### src/rtl/lza_norm_corrector_if.sv
// Handshake and data bundle between the add/subtract control FSM (master)
// and the LZA normalization corrector (slave).
interface lza_norm_corrector_if #(
    parameter int SWR = 26,
    parameter int EW  = 8
);
    logic           load_i;
    logic [SWR-1:0] Sgf_i;
    logic [EW-1:0]  Exp_i;
    logic [EW-1:0]  Shift_Value_i;
    logic           ack_i;
    logic           ready_o;
    logic           done_o;
    logic [SWR-1:0] Sgf_o;
    logic [EW-1:0]  Exp_o;
    logic           zero_o;
    logic           underflow_o;
    logic           lza_err_o;

    modport master (
        output load_i, Sgf_i, Exp_i, Shift_Value_i, ack_i,
        input  ready_o, done_o, Sgf_o, Exp_o, zero_o, underflow_o, lza_err_o
    );

    modport slave (
        input  load_i, Sgf_i, Exp_i, Shift_Value_i, ack_i,
        output ready_o, done_o, Sgf_o, Exp_o, zero_o, underflow_o, lza_err_o
    );
endinterface

### src/rtl/lza_norm_corrector.sv
// Normalizes the adder significand using the LZA shift prediction, fixes the
// one-position underestimate, and adjusts the exponent.
module lza_norm_corrector #(
    parameter int SWR = 26,
    parameter int EW  = 8
) (
    input  logic               clk,
    input  logic               rst,
    lza_norm_corrector_if.slave bus
);
    typedef enum logic [2:0] {IDLE, SHIFT, CHECK, CORRECT, DONE} state_t;

    localparam logic [EW-1:0] MAX_SHAMT = EW'(SWR - 1);

    state_t         state_q, state_d;
    logic [SWR-1:0] sgf_q, sgf_d;
    logic [EW-1:0]  exp_q, exp_d;
    logic [EW-1:0]  shv_q, shv_d;
    logic [EW:0]    expt_q, expt_d;
    logic [SWR-1:0] sgf_o_q, sgf_o_d;
    logic [EW-1:0]  exp_o_q, exp_o_d;
    logic           zero_q, zero_d;
    logic           uf_q, uf_d;
    logic           err_q, err_d;

    logic [EW-1:0]  shamt;
    logic [SWR-1:0] fin_sgf;
    logic [EW:0]    fin_exp;
    logic           fin;

    always_ff @(posedge clk or posedge rst) begin
        if (rst) begin
            state_q <= IDLE;
            sgf_q   <= '0;
            exp_q   <= '0;
            shv_q   <= '0;
            expt_q  <= '0;
            sgf_o_q <= '0;
            exp_o_q <= '0;
            zero_q  <= 1'b0;
            uf_q    <= 1'b0;
            err_q   <= 1'b0;
        end else begin
            state_q <= state_d;
            sgf_q   <= sgf_d;
            exp_q   <= exp_d;
            shv_q   <= shv_d;
            expt_q  <= expt_d;
            sgf_o_q <= sgf_o_d;
            exp_o_q <= exp_o_d;
            zero_q  <= zero_d;
            uf_q    <= uf_d;
            err_q   <= err_d;
        end
    end

    // The predicted count is clamped so a corrupt prediction cannot shift
    // the whole significand out.
    always_comb begin
        state_d = state_q;
        sgf_d   = sgf_q;
        exp_d   = exp_q;
        shv_d   = shv_q;
        expt_d  = expt_q;
        sgf_o_d = sgf_o_q;
        exp_o_d = exp_o_q;
        zero_d  = zero_q;
        uf_d    = uf_q;
        err_d   = err_q;
        fin     = 1'b0;
        fin_sgf = sgf_q;
        fin_exp = expt_q;
        shamt   = (shv_q > MAX_SHAMT) ? MAX_SHAMT : shv_q;

        case (state_q)
            IDLE: begin
                if (bus.load_i) begin
                    sgf_d  = bus.Sgf_i;
                    exp_d  = bus.Exp_i;
                    shv_d  = bus.Shift_Value_i;
                    zero_d = 1'b0;
                    uf_d   = 1'b0;
                    err_d  = 1'b0;
                    if (bus.Sgf_i == '0) begin
                        sgf_o_d = '0;
                        exp_o_d = '0;
                        zero_d  = 1'b1;
                        state_d = DONE;
                    end else begin
                        state_d = SHIFT;
                    end
                end
            end
            SHIFT: begin
                sgf_d   = sgf_q << shamt;
                expt_d  = {1'b0, exp_q} - {1'b0, shamt};
                state_d = CHECK;
            end
            CHECK: begin
                if (sgf_q[SWR-1]) begin
                    fin     = 1'b1;
                    state_d = DONE;
                end else begin
                    state_d = CORRECT;
                end
            end
            CORRECT: begin
                fin_sgf = sgf_q << 1;
                fin_exp = expt_q - 1'b1;
                sgf_d   = fin_sgf;
                expt_d  = fin_exp;
                err_d   = ~fin_sgf[SWR-1];
                fin     = 1'b1;
                state_d = DONE;
            end
            DONE: begin
                if (bus.ack_i) state_d = IDLE;
            end
            default: state_d = IDLE;
        endcase

        // A negative (sign bit) or zero adjusted exponent is an underflow.
        if (fin) begin
            sgf_o_d = fin_sgf;
            if (fin_exp[EW] || fin_exp == '0) begin
                exp_o_d = '0;
                uf_d    = 1'b1;
            end else begin
                exp_o_d = fin_exp[EW-1:0];
            end
        end
    end

    assign bus.ready_o     = (state_q == IDLE);
    assign bus.done_o      = (state_q == DONE);
    assign bus.Sgf_o       = sgf_o_q;
    assign bus.Exp_o       = exp_o_q;
    assign bus.zero_o      = zero_q;
    assign bus.underflow_o = uf_q;
    assign bus.lza_err_o   = err_q;
endmodule

### src/flat_wrapper.sv
// flat-port wrapper written by rule: the top's interface ports become plain ports
module lza_norm_corrector_flat 
#(
    parameter int SWR = 26,
    parameter int EW  = 8
)
  (clk, rst, bus_load_i, bus_Sgf_i, bus_Exp_i, bus_Shift_Value_i, bus_ack_i, bus_ready_o, bus_done_o, bus_Sgf_o, bus_Exp_o, bus_zero_o, bus_underflow_o, bus_lza_err_o);
  lza_norm_corrector_if #(.SWR(SWR), .EW(EW)) bus_i ();
  input  logic clk;
  input  logic rst;
  input wire logic [$bits(bus_i.load_i)-1:0] bus_load_i;
  input wire logic [$bits(bus_i.Sgf_i)-1:0] bus_Sgf_i;
  input wire logic [$bits(bus_i.Exp_i)-1:0] bus_Exp_i;
  input wire logic [$bits(bus_i.Shift_Value_i)-1:0] bus_Shift_Value_i;
  input wire logic [$bits(bus_i.ack_i)-1:0] bus_ack_i;
  output wire logic [$bits(bus_i.ready_o)-1:0] bus_ready_o;
  output wire logic [$bits(bus_i.done_o)-1:0] bus_done_o;
  output wire logic [$bits(bus_i.Sgf_o)-1:0] bus_Sgf_o;
  output wire logic [$bits(bus_i.Exp_o)-1:0] bus_Exp_o;
  output wire logic [$bits(bus_i.zero_o)-1:0] bus_zero_o;
  output wire logic [$bits(bus_i.underflow_o)-1:0] bus_underflow_o;
  output wire logic [$bits(bus_i.lza_err_o)-1:0] bus_lza_err_o;
  assign bus_i.load_i = bus_load_i;
  assign bus_i.Sgf_i = bus_Sgf_i;
  assign bus_i.Exp_i = bus_Exp_i;
  assign bus_i.Shift_Value_i = bus_Shift_Value_i;
  assign bus_i.ack_i = bus_ack_i;
  assign bus_ready_o = bus_i.ready_o;
  assign bus_done_o = bus_i.done_o;
  assign bus_Sgf_o = bus_i.Sgf_o;
  assign bus_Exp_o = bus_i.Exp_o;
  assign bus_zero_o = bus_i.zero_o;
  assign bus_underflow_o = bus_i.underflow_o;
  assign bus_lza_err_o = bus_i.lza_err_o;
  lza_norm_corrector #(.SWR(SWR), .EW(EW)) u_core (.clk(clk), .rst(rst), .bus(bus_i));
endmodule
### config.mk
export PLATFORM = sky130hd
export DESIGN_NAME = lza_norm_corrector_flat
export DESIGN_NICKNAME = d
export VERILOG_FILES = /design/src/rtl/lza_norm_corrector_if.sv /design/src/rtl/lza_norm_corrector.sv /design/src/flat_wrapper.sv
export SDC_FILE = /design/constraint.sdc
export NUM_CORES = 1
export LEC_CHECK = 0
export ABC_AREA = 1
export BUFFER_PORTS_ARGS = -buffer_cell sky130_fd_sc_hd__buf_4
export CAP_MARGIN = 30
export CORE_MARGIN = 2
export CORE_UTILIZATION = 58
export CTS_CLUSTER_DIAMETER = 50
export CTS_CLUSTER_SIZE = 28
export DETAILED_ROUTE_END_ITERATION = 16
export HOLD_SLACK_MARGIN = 0.15
export PLACE_DENSITY_LB_ADDON = 0.08
export SYNTH_ARGS = -nofsm -noshare
export SYNTH_HDL_FRONTEND = slang
export SYNTH_SLANG_ARGS = --single-unit
### constraint.sdc
create_clock -name clk -period 3.45 [get_ports clk]
set_clock_uncertainty 0.15 [all_clocks]
set_input_delay 0.1725 -clock clk [delete_from_list [all_inputs] [get_ports clk]]
set_output_delay 0.1725 -clock clk [all_outputs]
set_load 0.03 [all_outputs]
[After elaboration in Yosys (flattened, before gate mapping)]
Cells that the tools add are included.
Cells by class
  add/sub/neg operators: 2
  multiply operators: 0
  divide/modulo/power cells: 0
  order comparisons: 1
  eq/ne operators: 6
  shift-type cells: 1
  multiplexer cells: 29
  bitwise gates (word level): 1
  reduce and logical (&&, ||, !) cells: 15
Operator list (count)
  $mux 26: 6
  $pmux 26 s3: 1
  $mux 8: 6
  $logic_not 26->1: 1
  $shl 26x8->26: 1
  $pmux 9 s2: 1
  $pmux 3 s5: 1
  $mux 3: 4
  $reduce_bool 2->1: 5
  $logic_not 9->1: 1
  $mux 9: 1
  $sub 8x8->9: 1
  $sub 9x1->9 const B: 1
  $gt 8x5->1 const B: 1
  $reduce_and 2->1: 4
  $mux 1: 7
  $eq 3x2->1 const B: 2
  $ne 2x2->1 const B: 2
  $pmux 1 s2: 2
  $eq 3x1->1 const B: 1
  $eq 3x3->1 const B: 1
  $logic_not 3->1: 1
  $reduce_and 3->1: 1
  $reduce_bool 3->1: 1
  other kinds (2): 2
Storage, ports and cells
  register bits: 91
  bits in latches: 0
  bits in writable memories: 0
  memory bits (read-only): 0
  input bits: 46
  output and inout port bits: 39
  logic and storage cells: 65
  memories kept: 0

[Logic depth before layout (Yosys ltp)]
  depth after elaboration: 6
  depth in mapped cells: 21

[Worst setup path before layout]
OpenSTA, ideal clock, no wires.
  path type: register -> register
  start point: register u_core.shv_q[1]
  end point: register u_core.expt_q[5]
  setup time: 0.117 ns
  data arrival time: 2.240 ns
  required time: 3.183 ns
  path slack: 0.943 ns
  stages on the path, launching flop included: 21
  buffers on the path: 1
  clock period less this slack: 2.507 ns
  path through: dfrtp_1 inv_1 nand2_1 nand2_1 nand2_1 nor2_2 inv_2 buf_2 ha_1 nand2_1 nand2_1 a31oi_1 inv_1 nand2_1 nand2_1 nand2_1 nand2_1 o21ai_0 nand2_1 nand2_1 nand2_1
Between the ends
  longest elaborated chain between the ends: 4
Ends and longest elaborated chain
  from (decl): line lza_norm_corrector.sv:18  | logic [EW-1:0] shv_q, shv_d;
  from (signal assigned): line lza_norm_corrector.sv:47  | shv_q <= shv_d;
  $gt 8x5->1: line lza_norm_corrector.sv:73  | shamt = (shv_q > MAX_SHAMT) ? MAX_SHAMT : shv_q;
  $mux 8 (*): line lza_norm_corrector.sv:73
  $sub 8x8->9 (*): line lza_norm_corrector.sv:96  | expt_d = {1'b0, exp_q} - {1'b0, shamt};
  $pmux 9 s2 (*): line lza_norm_corrector.sv:75  | case (state_q)
  to (signal assigned): line lza_norm_corrector.sv:48  | expt_q <= expt_d;
  to (decl): line lza_norm_corrector.sv:19  | logic [EW:0] expt_q, expt_d;
Mark *: on every way between the ends. The rest lies on a longest branch, timed or not.
A chain may end at the register's enable or synchronous reset.

[Worst setup path after layout]
  start point: register u_core.state_q[0]
  end point: register u_core.sgf_q[21]
Between the ends
  longest elaborated chain between the ends: 3
Ends and longest elaborated chain
  from (decl): line lza_norm_corrector.sv:15  | state_t state_q, state_d;
  from (signal assigned): line lza_norm_corrector.sv:44  | state_q <= state_d;
  $eq 3x1->1, or another cell as far along: line lza_norm_corrector.sv:75
  $reduce_bool 3->1 (no line) / $ne 2x2->1 (equally long branches)
  $reduce_and 2->1 (no line)
  to (signal assigned): line lza_norm_corrector.sv:45  | sgf_q <= sgf_d;
  to (decl): line lza_norm_corrector.sv:16  | logic [SWR-1:0] sgf_q, sgf_d;
Several ways; a longest one is shown, not always the timed one.

==> metrics.txt <==
crit end category=flop; clk sinks=91; Total Neg Setup Slack=0 ns; clk root buf=clkbuf_8; I/O Pins=85; ranking of synthesized cells by area=dfrtp_1 (37%), nand2_1 (17%), nand3_1 (11%); minimum clock period=2.73 ns; PD cells=roughly 1100 nW/um2; Comb pwr share=63.2%; Synth top cells by count=nand2_1 (272), nand3_1 (137), dfrtp_1 (91); CP startpoint kind=flop; worst reg2reg path endpoint=u_core.sgf_q[21]; fin util=72.5%; Via density=5.99; Initial Util=slightly below 60%; clk slew on worst S/H paths=0.12 ns; area of the multi-input gates=between 3000 and 4000 um2; vias in the first global route=6429; CP Data Required Time=3.56 ns; failing checks=DRC; initial antenna violation count=0; worst hold path type=primary input to async pin; Slew headroom=61.2%; flops & latches, synth=around 90; RSZ-0062 raised after global routing=false; Pre-antenna DRT Iters=13; sequential area share after synthesis=37.5%; Syn Inst Count=871; Syn Std Cell Area=6080 um2; worst slew pin tran=0.582 ns; Filler cells=824; predominant post-synthesis flop cell=dfrtp_1; Final #Nets=1041; count leader, synth=nand2_1; synth warn=0; antenna viol nets, final=0; CP max stage delay=0.47 ns; port buffer count=84; CP max FO=41; Ant. Diodes=0; status=complete, but fails checks; clock buffer count from CTS=9; Post-synth EDFFs=0; Hold Worst Slack=0.175 ns; Clock Power Share=under 10%; via total after detailed routing=~6700; Sw Ratio=between 50% and 60%; P_int=3.49 mW; die width=106 um; Max VDD drop=around 0.0006 V; Final HPWL DP=14300 um; share of the synthesized area in the top cell type=37.5%; GP Congestion=0.970; slowest CP cell=dfrtp_1; asr flop ratio synth=100%; crit-path cells=nor2_1 > nand2_1 > inv_1 > nand2_1 > inv_2 > nor2_2 > buf_4 > inv_1 > nor2_1 > a21oi_1; fmax=between 300 and 400 MHz; fin cells=~1100; Maximum Capacitance Violations=0; GR Util All Layers=~37%; post-route clock period utilization=roughly four fifths; Leakage=between 3 and 4 nW; Final Hold Fails=0; Mapped Avg Cell Area=~7 um2; DRC viols=1; WL per Instance=18.1 um; Unique masters post-synth=45; Sequential Area=2280 um2; fin. max-slew vios=0; Crit Path Category=flop to flop; r2r startpoint=u_core.state_q[0]; CTS max path bufs=2; total routed wirelength=20400 um; crit path DAT=between 2 and 3 ns; CORE AREA=10200 um2; final setup fails=0; DRT iter0 DRCs=725; Die ar.=11300 um2; Synth area leader=dfrtp_1; height of the die=106 um; FF-to-FF setup slack=0.72 ns; CTS tree=built; grt total ovfl=0; Sw Pwr=approximately 4.3 mW; R2R depth=10; largest net degree at the start of global routing=42; layout cells sized above 1=14.8%; htree depth=3; area growth from synthesis to layout=22.0%; clk_lat worst skew=0.39 ns; sequential power share=between 20% and 30%; # placed instances=between 1000 and 1500; Site Rows=37; first-pass GRT wire length=32700 um
-- worst max-delay path, delay by kind of cell (launching register included) --
kind	cells	cell delay (ns)
and+or+nand+nor	5	0.85
buffers and inverters	4	1.06
DFF	1	0.47
AOI/OAI and AO/OA	1	0.06
-- stage by stage --
stage	worst slack [ns]	instance area, um2	power, mW
final	0.718	7420	7.79
after global routing	0.412	7420	8.39
after CTS	0.780	7420	7.66
after detailed placement	0.792	6740	6.86
after global placement	0.846	6740	6.74
after floorplan	0.764	6080	5.50
-- flip-flops by register name (all words and copies together), names as in the netlist --
name,count
u_core.bus.underflow_o,1
u_core.bus.Exp_o,8
u_core.bus.Sgf_o,26
u_core.state_q,3
u_core.bus.lza_err_o,1
u_core.exp_q,8
u_core.expt_q,9
u_core.bus.zero_o,1
u_core.shv_q,8
u_core.sgf_q,26
-- per-layer routing --
layer,global-route usage (%),wire (um)
met1,46.4,7830
met4,14.4,855
met3,6.13,1480
met2,64.8,10300
met5,0,0
-- worst max-delay path by stage --
| stage | from | slack, ns | endpoint | cells after the start |
|---|---|---|---|---|
| after CTS | u_core.shv_q[1] | 0.78 | u_core.expt_q[5] | 17 |
| final | u_core.state_q[0] | 0.72 | u_core.sgf_q[21] | 10 |
| after floorplan | rst | 0.76 | u_core.bus.Exp_o[0] | 1 |
| after global placement | u_core.shv_q[1] | 0.85 | u_core.expt_q[5] | 17 |
| after detailed placement | u_core.shv_q[1] | 0.79 | u_core.expt_q[5] | 17 |
| after global routing | u_core.shv_q[1] | 0.41 | u_core.expt_q[8] | 18 |
-- power by group through the flow --
stage	clock (mW)	combinational, mW	sequential (mW)
after global placement	0	4.66	2.08
after floorplan	0	3.19	2.32
final	0.754	4.93	2.11
after CTS	0.755	4.83	2.08
after global routing	0.804	5.44	2.14
after detailed placement	0	4.77	2.09
-- cells by family after synthesis --
group | share of synthesized area (%)
xor gates and xnor gates | 0.577
adders and majority gates | 2.18
and+or+nand+nor | 37.4
buffers and inverters | 8.40
DFF | 37.5
AOI/OAI and AO/OA | 13.9
other | 0.0617
-- layout make-up --
cell class	instances	share of cell area, %
Clock buffer	9	1.67
Inverter	73	3.75
Tap cell	136	2.29
Timing Repair Buffer	143	16.1
Sequential cell	91	30.7
Clock inverter	7	1.06
Multi-Input combinational cell	667	44.5
-- what timing repair did --
action,in CTS,in global routing
setup buffers,0,0
endpoints found under the hold margin,136,0
hold buffers,47,0
resized for setup,0,0
-- placed cells by master, fill, tap and decap left out, types with 3 or more instances in the layout --
cell           instances
nand2_1              272
nand3_1              137
buf_4                 96
dfrtp_1               91
inv_1                 65
nor2_1                62
dlygate4sd3_1         47
a21oi_1               37
o21ai_0               27
a22oi_1               17
a211oi_1              17
nand4_1               12
o21ai_1                9
ha_1                   9
clkbuf_8               9
a221oi_1               6
nor4_1                 5
inv_2                  5
or2_2                  5
nor2_2                 5
a31oi_1                5
o211ai_1               5
nor3_1                 4
xor2_1                 3
nor2_4                 3
nand3_2                3
a22oi_2                3
a21oi_2                3
conb_1                 3
Power figures use the tool's default switching activity.
